[src/rtl/shift_rotate_ctrl_pkg.sv]
// Shared types and constants for the shift/rotate issue controller.
package shift_rotate_ctrl_pkg;

  localparam int unsigned SR_LATENCY_DEFAULT = 4;
  localparam int unsigned SR_ADDR_WD         = 7;
  localparam int unsigned SR_DATA_WD         = 128;
  localparam int unsigned SR_I7_WD           = 7;

  typedef enum logic [2:0] {
    SHIFT_LEFT_HALFWORD           = 3'd0,
    SHIFT_LEFT_HALFWORD_IMMEDIATE = 3'd1,
    SHIFT_LEFT_WORD               = 3'd2,
    SHIFT_LEFT_WORD_IMMEDIATE     = 3'd3,
    ROTATE_HALFWORD               = 3'd4,
    ROTATE_HALFWORD_IMMEDIATE     = 3'd5,
    ROTATE_WORD                   = 3'd6,
    ROTATE_WORD_IMMEDIATE         = 3'd7
  } opcodes_t;

  // One issue-slot request as seen by the controller.
  typedef struct packed {
    opcodes_t                opcode;
    logic [SR_DATA_WD-1:0]   ra;
    logic [SR_DATA_WD-1:0]   rb;
    logic [SR_I7_WD-1:0]     i7;
    logic [SR_ADDR_WD-1:0]   ra_addr;
    logic [SR_ADDR_WD-1:0]   rb_addr;
    logic [SR_ADDR_WD-1:0]   rt_addr;
  } sr_req_t;

  // One result-pipeline stage.
  typedef struct packed {
    logic                    valid;
    logic [SR_ADDR_WD-1:0]   rt_addr;
    logic [SR_DATA_WD-1:0]   data;
  } sr_stage_t;

endpackage

[src/rtl/shift_rotate_ctrl_rr_arb2.sv]
// Two-request round-robin arbiter with a one-bit priority pointer.
module shift_rotate_ctrl_rr_arb2 (
  input  logic       clk,
  input  logic       rst,
  input  logic [1:0] req,
  output logic [1:0] gnt
);

  logic ptr;

  // Grant the pointed-to slot on contention, otherwise whichever requests.
  always_comb begin
    gnt = req;
    if (req == 2'b11) begin
      gnt = ptr ? 2'b10 : 2'b01;
    end
  end

  // After a grant, priority passes to the other slot.
  always_ff @(posedge clk) begin
    if (rst) begin
      ptr <= 1'b0;
    end else if (gnt[0]) begin
      ptr <= 1'b1;
    end else if (gnt[1]) begin
      ptr <= 1'b0;
    end
  end

endmodule

[src/rtl/shift_rotate_ctrl.sv]
// Issue controller: arbitrates two slots onto the shift/rotate unit and
// carries results through a fixed-latency pipeline to writeback.
module shift_rotate_ctrl
  import shift_rotate_ctrl_pkg::*;
#(
  parameter int unsigned REG_ADDR_WD = SR_ADDR_WD,
  parameter int unsigned REG_DATA_WD = SR_DATA_WD,
  parameter int unsigned SR_LATENCY  = SR_LATENCY_DEFAULT
) (
  input  logic                   clk,
  input  logic                   rst,
  input  logic                   req0_valid,
  output logic                   req0_ready,
  input  opcodes_t               req0_opcode,
  input  logic [REG_DATA_WD-1:0] req0_ra,
  input  logic [REG_DATA_WD-1:0] req0_rb,
  input  logic [6:0]             req0_i7,
  input  logic [REG_ADDR_WD-1:0] req0_ra_addr,
  input  logic [REG_ADDR_WD-1:0] req0_rb_addr,
  input  logic [REG_ADDR_WD-1:0] req0_rt_addr,
  input  logic                   req1_valid,
  output logic                   req1_ready,
  input  opcodes_t               req1_opcode,
  input  logic [REG_DATA_WD-1:0] req1_ra,
  input  logic [REG_DATA_WD-1:0] req1_rb,
  input  logic [6:0]             req1_i7,
  input  logic [REG_ADDR_WD-1:0] req1_ra_addr,
  input  logic [REG_ADDR_WD-1:0] req1_rb_addr,
  input  logic [REG_ADDR_WD-1:0] req1_rt_addr,
  input  logic                   flush,
  output opcodes_t               sr_opcode,
  output logic [REG_DATA_WD-1:0] sr_ra,
  output logic [REG_DATA_WD-1:0] sr_rb,
  output logic [6:0]             sr_i7,
  input  logic [REG_DATA_WD-1:0] sr_result,
  output logic                   wb_valid,
  output logic [REG_ADDR_WD-1:0] wb_rt_addr,
  output logic [REG_DATA_WD-1:0] wb_data
);

  if (SR_LATENCY < 2 || SR_LATENCY > 8) begin : g_bad_latency
    $error("shift_rotate_ctrl: SR_LATENCY must be within 2..8");
  end

  sr_req_t                req_s [2];
  logic [1:0]             elig;
  logic [1:0]             gnt;
  logic                   s1_valid;
  logic [SR_ADDR_WD-1:0]  s1_rt;
  sr_stage_t              pipe [2:SR_LATENCY];
  logic [SR_LATENCY-1:0]  stg_valid;
  logic [SR_ADDR_WD-1:0]  stg_rt [SR_LATENCY];
  logic [SR_LATENCY-1:0]  hit0;
  logic [SR_LATENCY-1:0]  hit1;

  // Gather each slot's fields into a request record.
  always_comb begin
    req_s[0] = '{opcode:  req0_opcode,
                 ra:      SR_DATA_WD'(req0_ra),
                 rb:      SR_DATA_WD'(req0_rb),
                 i7:      SR_I7_WD'(req0_i7),
                 ra_addr: SR_ADDR_WD'(req0_ra_addr),
                 rb_addr: SR_ADDR_WD'(req0_rb_addr),
                 rt_addr: SR_ADDR_WD'(req0_rt_addr)};
    req_s[1] = '{opcode:  req1_opcode,
                 ra:      SR_DATA_WD'(req1_ra),
                 rb:      SR_DATA_WD'(req1_rb),
                 i7:      SR_I7_WD'(req1_i7),
                 ra_addr: SR_ADDR_WD'(req1_ra_addr),
                 rb_addr: SR_ADDR_WD'(req1_rb_addr),
                 rt_addr: SR_ADDR_WD'(req1_rt_addr)};
  end

  // Scoreboard: every stage up to and including writeback blocks its rt.
  assign stg_valid[0] = s1_valid;
  assign stg_rt[0]    = s1_rt;
  for (genvar k = 1; k < SR_LATENCY; k++) begin : g_stg_view
    assign stg_valid[k] = pipe[k+1].valid;
    assign stg_rt[k]    = pipe[k+1].rt_addr;
  end

  for (genvar k = 0; k < SR_LATENCY; k++) begin : g_scoreboard
    assign hit0[k] = stg_valid[k] &&
                     (stg_rt[k] == req_s[0].ra_addr || stg_rt[k] == req_s[0].rb_addr);
    assign hit1[k] = stg_valid[k] &&
                     (stg_rt[k] == req_s[1].ra_addr || stg_rt[k] == req_s[1].rb_addr);
  end

  assign elig[0] = req0_valid && !flush && !rst && !(|hit0);
  assign elig[1] = req1_valid && !flush && !rst && !(|hit1);

  shift_rotate_ctrl_rr_arb2 u_arb (
    .clk (clk),
    .rst (rst),
    .req (elig),
    .gnt (gnt)
  );

  assign req0_ready = gnt[0];
  assign req1_ready = gnt[1];

  // Stage 1: issue register driving the shift/rotate unit; holds when idle.
  always_ff @(posedge clk) begin
    if (rst) begin
      s1_valid  <= 1'b0;
      s1_rt     <= '0;
      sr_opcode <= SHIFT_LEFT_HALFWORD;
      sr_ra     <= '0;
      sr_rb     <= '0;
      sr_i7     <= '0;
    end else begin
      s1_valid <= |gnt;
      if (|gnt) begin
        s1_rt     <= gnt[1] ? req_s[1].rt_addr : req_s[0].rt_addr;
        sr_opcode <= gnt[1] ? req_s[1].opcode : req_s[0].opcode;
        sr_ra     <= REG_DATA_WD'(gnt[1] ? req_s[1].ra : req_s[0].ra);
        sr_rb     <= REG_DATA_WD'(gnt[1] ? req_s[1].rb : req_s[0].rb);
        sr_i7     <= 7'(gnt[1] ? req_s[1].i7 : req_s[0].i7);
      end
    end
  end

  // Stage 2: capture the unit's combinational result.
  always_ff @(posedge clk) begin
    if (rst) begin
      pipe[2] <= '0;
    end else begin
      pipe[2] <= '{valid:   s1_valid && !flush,
                   rt_addr: s1_rt,
                   data:    SR_DATA_WD'(sr_result)};
    end
  end

  // Stages 3..SR_LATENCY: plain delay line; flush clears the valids.
  for (genvar k = 3; k <= SR_LATENCY; k++) begin : g_pipe
    always_ff @(posedge clk) begin
      if (rst) begin
        pipe[k] <= '0;
      end else begin
        pipe[k] <= '{valid:   pipe[k-1].valid && !flush,
                     rt_addr: pipe[k-1].rt_addr,
                     data:    pipe[k-1].data};
      end
    end
  end

  // A flush or reset in the writeback cycle suppresses the strobe.
  assign wb_valid   = pipe[SR_LATENCY].valid && !flush && !rst;
  assign wb_rt_addr = REG_ADDR_WD'(pipe[SR_LATENCY].rt_addr);
  assign wb_data    = REG_DATA_WD'(pipe[SR_LATENCY].data);

endmodule

[config.mk]
export PLATFORM = sky130hd
export DESIGN_NAME = shift_rotate_ctrl
export DESIGN_NICKNAME = d
export VERILOG_FILES = /design/src/rtl/shift_rotate_ctrl_pkg.sv /design/src/rtl/shift_rotate_ctrl_rr_arb2.sv /design/src/rtl/shift_rotate_ctrl.sv
export SDC_FILE = /design/constraint.sdc
export NUM_CORES = 1
export LEC_CHECK = 0
export CAP_MARGIN = 20
export CELL_PAD_IN_SITES_DETAIL_PLACEMENT = 0
export CELL_PAD_IN_SITES_GLOBAL_PLACEMENT = 1
export CORE_AREA = 2 2 430 432
export CTS_CLUSTER_SIZE = 25
export DETAILED_ROUTE_END_ITERATION = 8
export DIE_AREA = 0 0 432 434
export GPL_ROUTABILITY_DRIVEN = 0
export PLACE_DENSITY_LB_ADDON = 0.1
export SLEW_MARGIN = 20
export SYNTH_ARGS = -nofsm -noshare
export SYNTH_HDL_FRONTEND = slang
export SYNTH_HIERARCHICAL = 1
export SYNTH_SLANG_ARGS = --single-unit
[constraint.sdc]
create_clock -name clk -period 2.6 [get_ports clk]
set_input_delay 0.26 -clock clk [delete_from_list [all_inputs] [get_ports clk]]
set_output_delay 0.26 -clock clk [all_outputs]
set_load 0.005 [all_outputs]
==> summary.txt <==
Run status
  • Status: finished with violations
  • Failing checks: setup timing

Floorplanning
  • # IOs: 1111
  • Chip width: 432 um
  • Cell Rows: 157
  • Core area: 0.182 mm2
  • Chip height: approximately 430 um
  • Die area: 0.187 mm2
  • Initial core utilization: ~14%

Drt
  • Via count: about 22000
  • Vias per inst: 3.46
  • Total routed wirelength: 141000 um
  • ANT nets after route: 0
  • WL/cell: roughly 22 um
  • Drt first pass iters: 6
  • DRT iter0 DRCs: slightly below 700
  • Remaining routing DRC violations: 0

Timing
  • RSZ-0062 raised after global routing: yes
  • Final worst-path cycle share: 111%
  • Max frequency: 347 MHz
  • Endpoints failing setup: 275
  • Clock skew: roughly 0.040 ns
  • Final Max Tran Viols: 0
  • Final hold vios: 0
  • Minimum clock period: 2.88 ns
  • Setup WS post-layout: -0.284 ns
  • Worst Max-Slew Pin Slew: 1.11 ns
  • Max-slew headroom at the worst pin: 26.0%

Power and ir drop
  • P_sw: between 7 and 8 mW
  • Leak Pwr: roughly 17 nW
  • Part of the power in the clock network: 47.3%
  • Internal: 21.2 mW
  • Comb power frac: 13.4%
  • Flop pwr share: around two fifths
  • PwrDens: around 630 mW/mm2
  • Peak supply drop: 0.527 mV
  • Switching Share: 25.5%
  • Power Total: approximately 28 mW

Critical path
  • CP required: 3.16 ns
  • R2r startpoint: s1_rt[3]
  • Cell family contributing the most delay on the critical path: buffers and inverters
  • Worst r2r dst: sr_rb[5]
  • Setup crit end kind: register
  • Worst Setup SP: s1_rt[3]
  • CP bufs+invs: 6
  • Max Fanout on Critical Path: 6
  • Startpoint types: register
  • FF-to-FF setup slack: -0.28 ns
  • Worst r2r path cells: 16
  • Critical path's slowest cell: dfxtp_4
  • WP depth: 16
  • Critical Path End: sr_rb[5]
  • CP arrival: 3.44 ns
  • Cell chain of the critical path: buf_12 -> xnor2_1 -> nand4_1 -> nor4_1 -> o21ai_1 -> and4_4 -> buf_6 -> a21boi_4 -> buf_8 -> buf_12 -> buf_4 -> clkbuf_16 -> mux2i_1 -> nor2_1 -> a21oi_1 -> nor2_1
  • Critical path type: register to register
  • Biggest cell delay along the critical path: 0.36 ns

Global routing
  • GR Util met2: 25.2%
  • Number of global-route vias before repair: 22100
  • Global Route Usage Sum: between 10% and 20%
  • Grt peak-use layer: met2
  • Met3 usage: 5.45%
  • Initial antenna violation count: just under 70
  • Global-route wire length before repair: between 150000 and 200000 um
  • Largest net degree at the start of global routing: just under 200
  • Total grt overflow: 0
  • Met1 Track Usage GR: 15.2%

Cells and area
  • Area of the multi-input gates: 0.0102 mm2
  • Non-filler cells, final: 6332
  • Area Overhead vs Synth: 72.9%
  • Fillers: 19700
  • Layout Utilization: around a quarter
  • Register area: 0.0137 mm2
  • Nets: approximately 4600
  • Share of layout cells above drive strength 1: between 10 and 15%

Synth
  • Synth Area per Inst: 9.70 um2
  • Post-synthesis cell type count: 27
  • Post-Syn Area: 0.0261 mm2
  • Mapped Cells: 2691
  • Syn_nets: 3398
  • Number of synthesized register bits: ~680
  • Ys Warns: 6
  • Ys async rst share: 0%
  • Ys flop type: dfxtp_1
  • Sequential area share after synthesis: 52.4%
  • Number of synthesized flops with an enable pin: 0

Clocking
  • Max Buffers Root-to-Sink: 3
  • Num CTS Buffers: 95
  • H-tree depth: 3
  • Worst-path clk slew: 0.06 ns
  • Root Driver: clkbuf_16
  • Clk Latency, worst-skew pair: 0.73 ns
  • TritonCTS clock tree: yes
  • CTS Sinks: 683

Placement
  • Half-perimeter wire length after placement: 107000 um
  • Port-buffer cells: 1110
  • Placed cell count: 6018
  • Pre-CTS setup slack: -0.732 ns

Hold path
  • Worst min-delay path class: input pin to register
  • Hold Crit Depth: 2
  • Min-Delay Startpoint: sr_result[111]

Flow run
  • Max-capacitance violation count: 0
-- registers in the layout, indices dropped and copies added, names as in the netlist --
| signal | cells |
|---|---|
| u_arb/ptr | 1 |
| sr_rb | 128 |
| s1_rt | 7 |
| sr_opcode | 3 |
| sr_i7 | 7 |
| pipe | 408 |
| s1_valid | 1 |
| sr_ra | 128 |
-- final cells by class --
| cell class | count | share of cell area (%) |
|---|---|---|
| Multi-Input combinational cell | 1666 | 22.6 |
| Inverter | 1 | 0.00832 |
| Timing Repair Buffer | 1411 | 33.2 |
| Antenna cell | 13 | 0.0721 |
| Clock inverter | 30 | 0.907 |
| Tap cell | 2385 | 6.61 |
| Clock buffer | 143 | 6.24 |
| Sequential cell | 683 | 30.4 |
-- synth_stat cells, types with 8 or more instances --
cell	number	share of area [%]
dfxtp_1	683	52
nor2_1	552	7.9
nor2b_1	405	9.7
mux2i_1	273	10
a21oi_1	272	5.2
buf_4	151	4.3
buf_2	99	1.9
xnor2_1	76	2.6
clkbuf_1	49	0.70
xor2_1	36	1.2
buf_8	20	1.2
nand4_1	20	0.48
nor4_1	10	0.24
buf_12	9	0.69
clkbuf_2	8	0.15
-- cells by family (layout without fill, tap and decap cells) --
family / after synthesis / count (layout) / synth area share, %
flip-flops: 683 / 683 / 52.4
other: 0 / 13 / 0
AO/OA/AOI/OAI: 284 / 284 / 5.51
XOR/XNOR: 112 / 112 / 3.76
buffers and inverters: 342 / 1585 / 9.17
multiplexers: 273 / 273 / 10.5
AND/OR/NAND/NOR: 997 / 997 / 18.7
-- worst min-delay path by stage --
stage	endpoint	slack, ns
after detailed placement	pipe[3][48]	0.42
after global routing	pipe[2][121]	0.03
after global placement	pipe[3][44]	0.42
final	pipe[2][111]	0.11
after floorplan	u_arb/ptr	0.34
after CTS	pipe[2][79]	0.001
-- placed cells by master (no fill, tap or decap), drive strengths merged --
master / count
nor2b: 405
buf: 220
nand4: 20
clkdlybuf4s50: 1107
and2: 4
a211oi: 1
xnor2: 76
nor4: 12
clkinvlp: 3
clkinv: 19
mux2i: 273
and4: 2
o21ai: 6
diode: 13
inv: 5
dlygate4sd3: 65
xor2: 36
nor2: 554
clkbuf: 162
o211ai: 2
bufinv: 4
a21oi: 273
dfxtp: 683
a21boi: 2
-- power by group through the flow --
stage               logic [mW]  registers, mW  clock network (mW)
detailed placement        3.55           11.4                   0
finish                    3.82           11.2                13.5
global placement          3.57           11.4                   0
global route              4.13           11.2                14.5
CTS                       3.72           11.2                14.2
floorplan                 1.35           11.3                   0
-- metrics by stage --
stage / hold slack, ns / setup TNS, ns / instance area (um2)
after global routing: 0.0299 / -91.91 / 45100
final: 0.106 / -53.50 / 45100
after detailed placement: 0.420 / -174.32 / 39700
after floorplan: 0.338 / 0 / 26100
after global placement: 0.416 / -181.46 / 39700
after CTS: 0.00129 / -68.75 / 43900
-- what timing repair did --
| item | 4_1_cts | 5_1_grt |
|---|---|---|
| endpoints found under the setup margin | 276 | 276 |
| pin swaps | 7 | 37 |
| gates cloned | 3 | 28 |
| endpoints found under the hold margin | 67 | 0 |
| setup buffers | 6 | 31 |
| gates resized for setup | 43 | 95 |
| hold buffers | 65 | 0 |
-- per-layer routing --
layer  share of wire [%]  wire length, um
met3                 7.4            10500
met4                 2.4             3350
met2                  51            72600
met5                0.28              396
met1                  39            54600
Note: power is estimated with default switching activity, not from simulation.
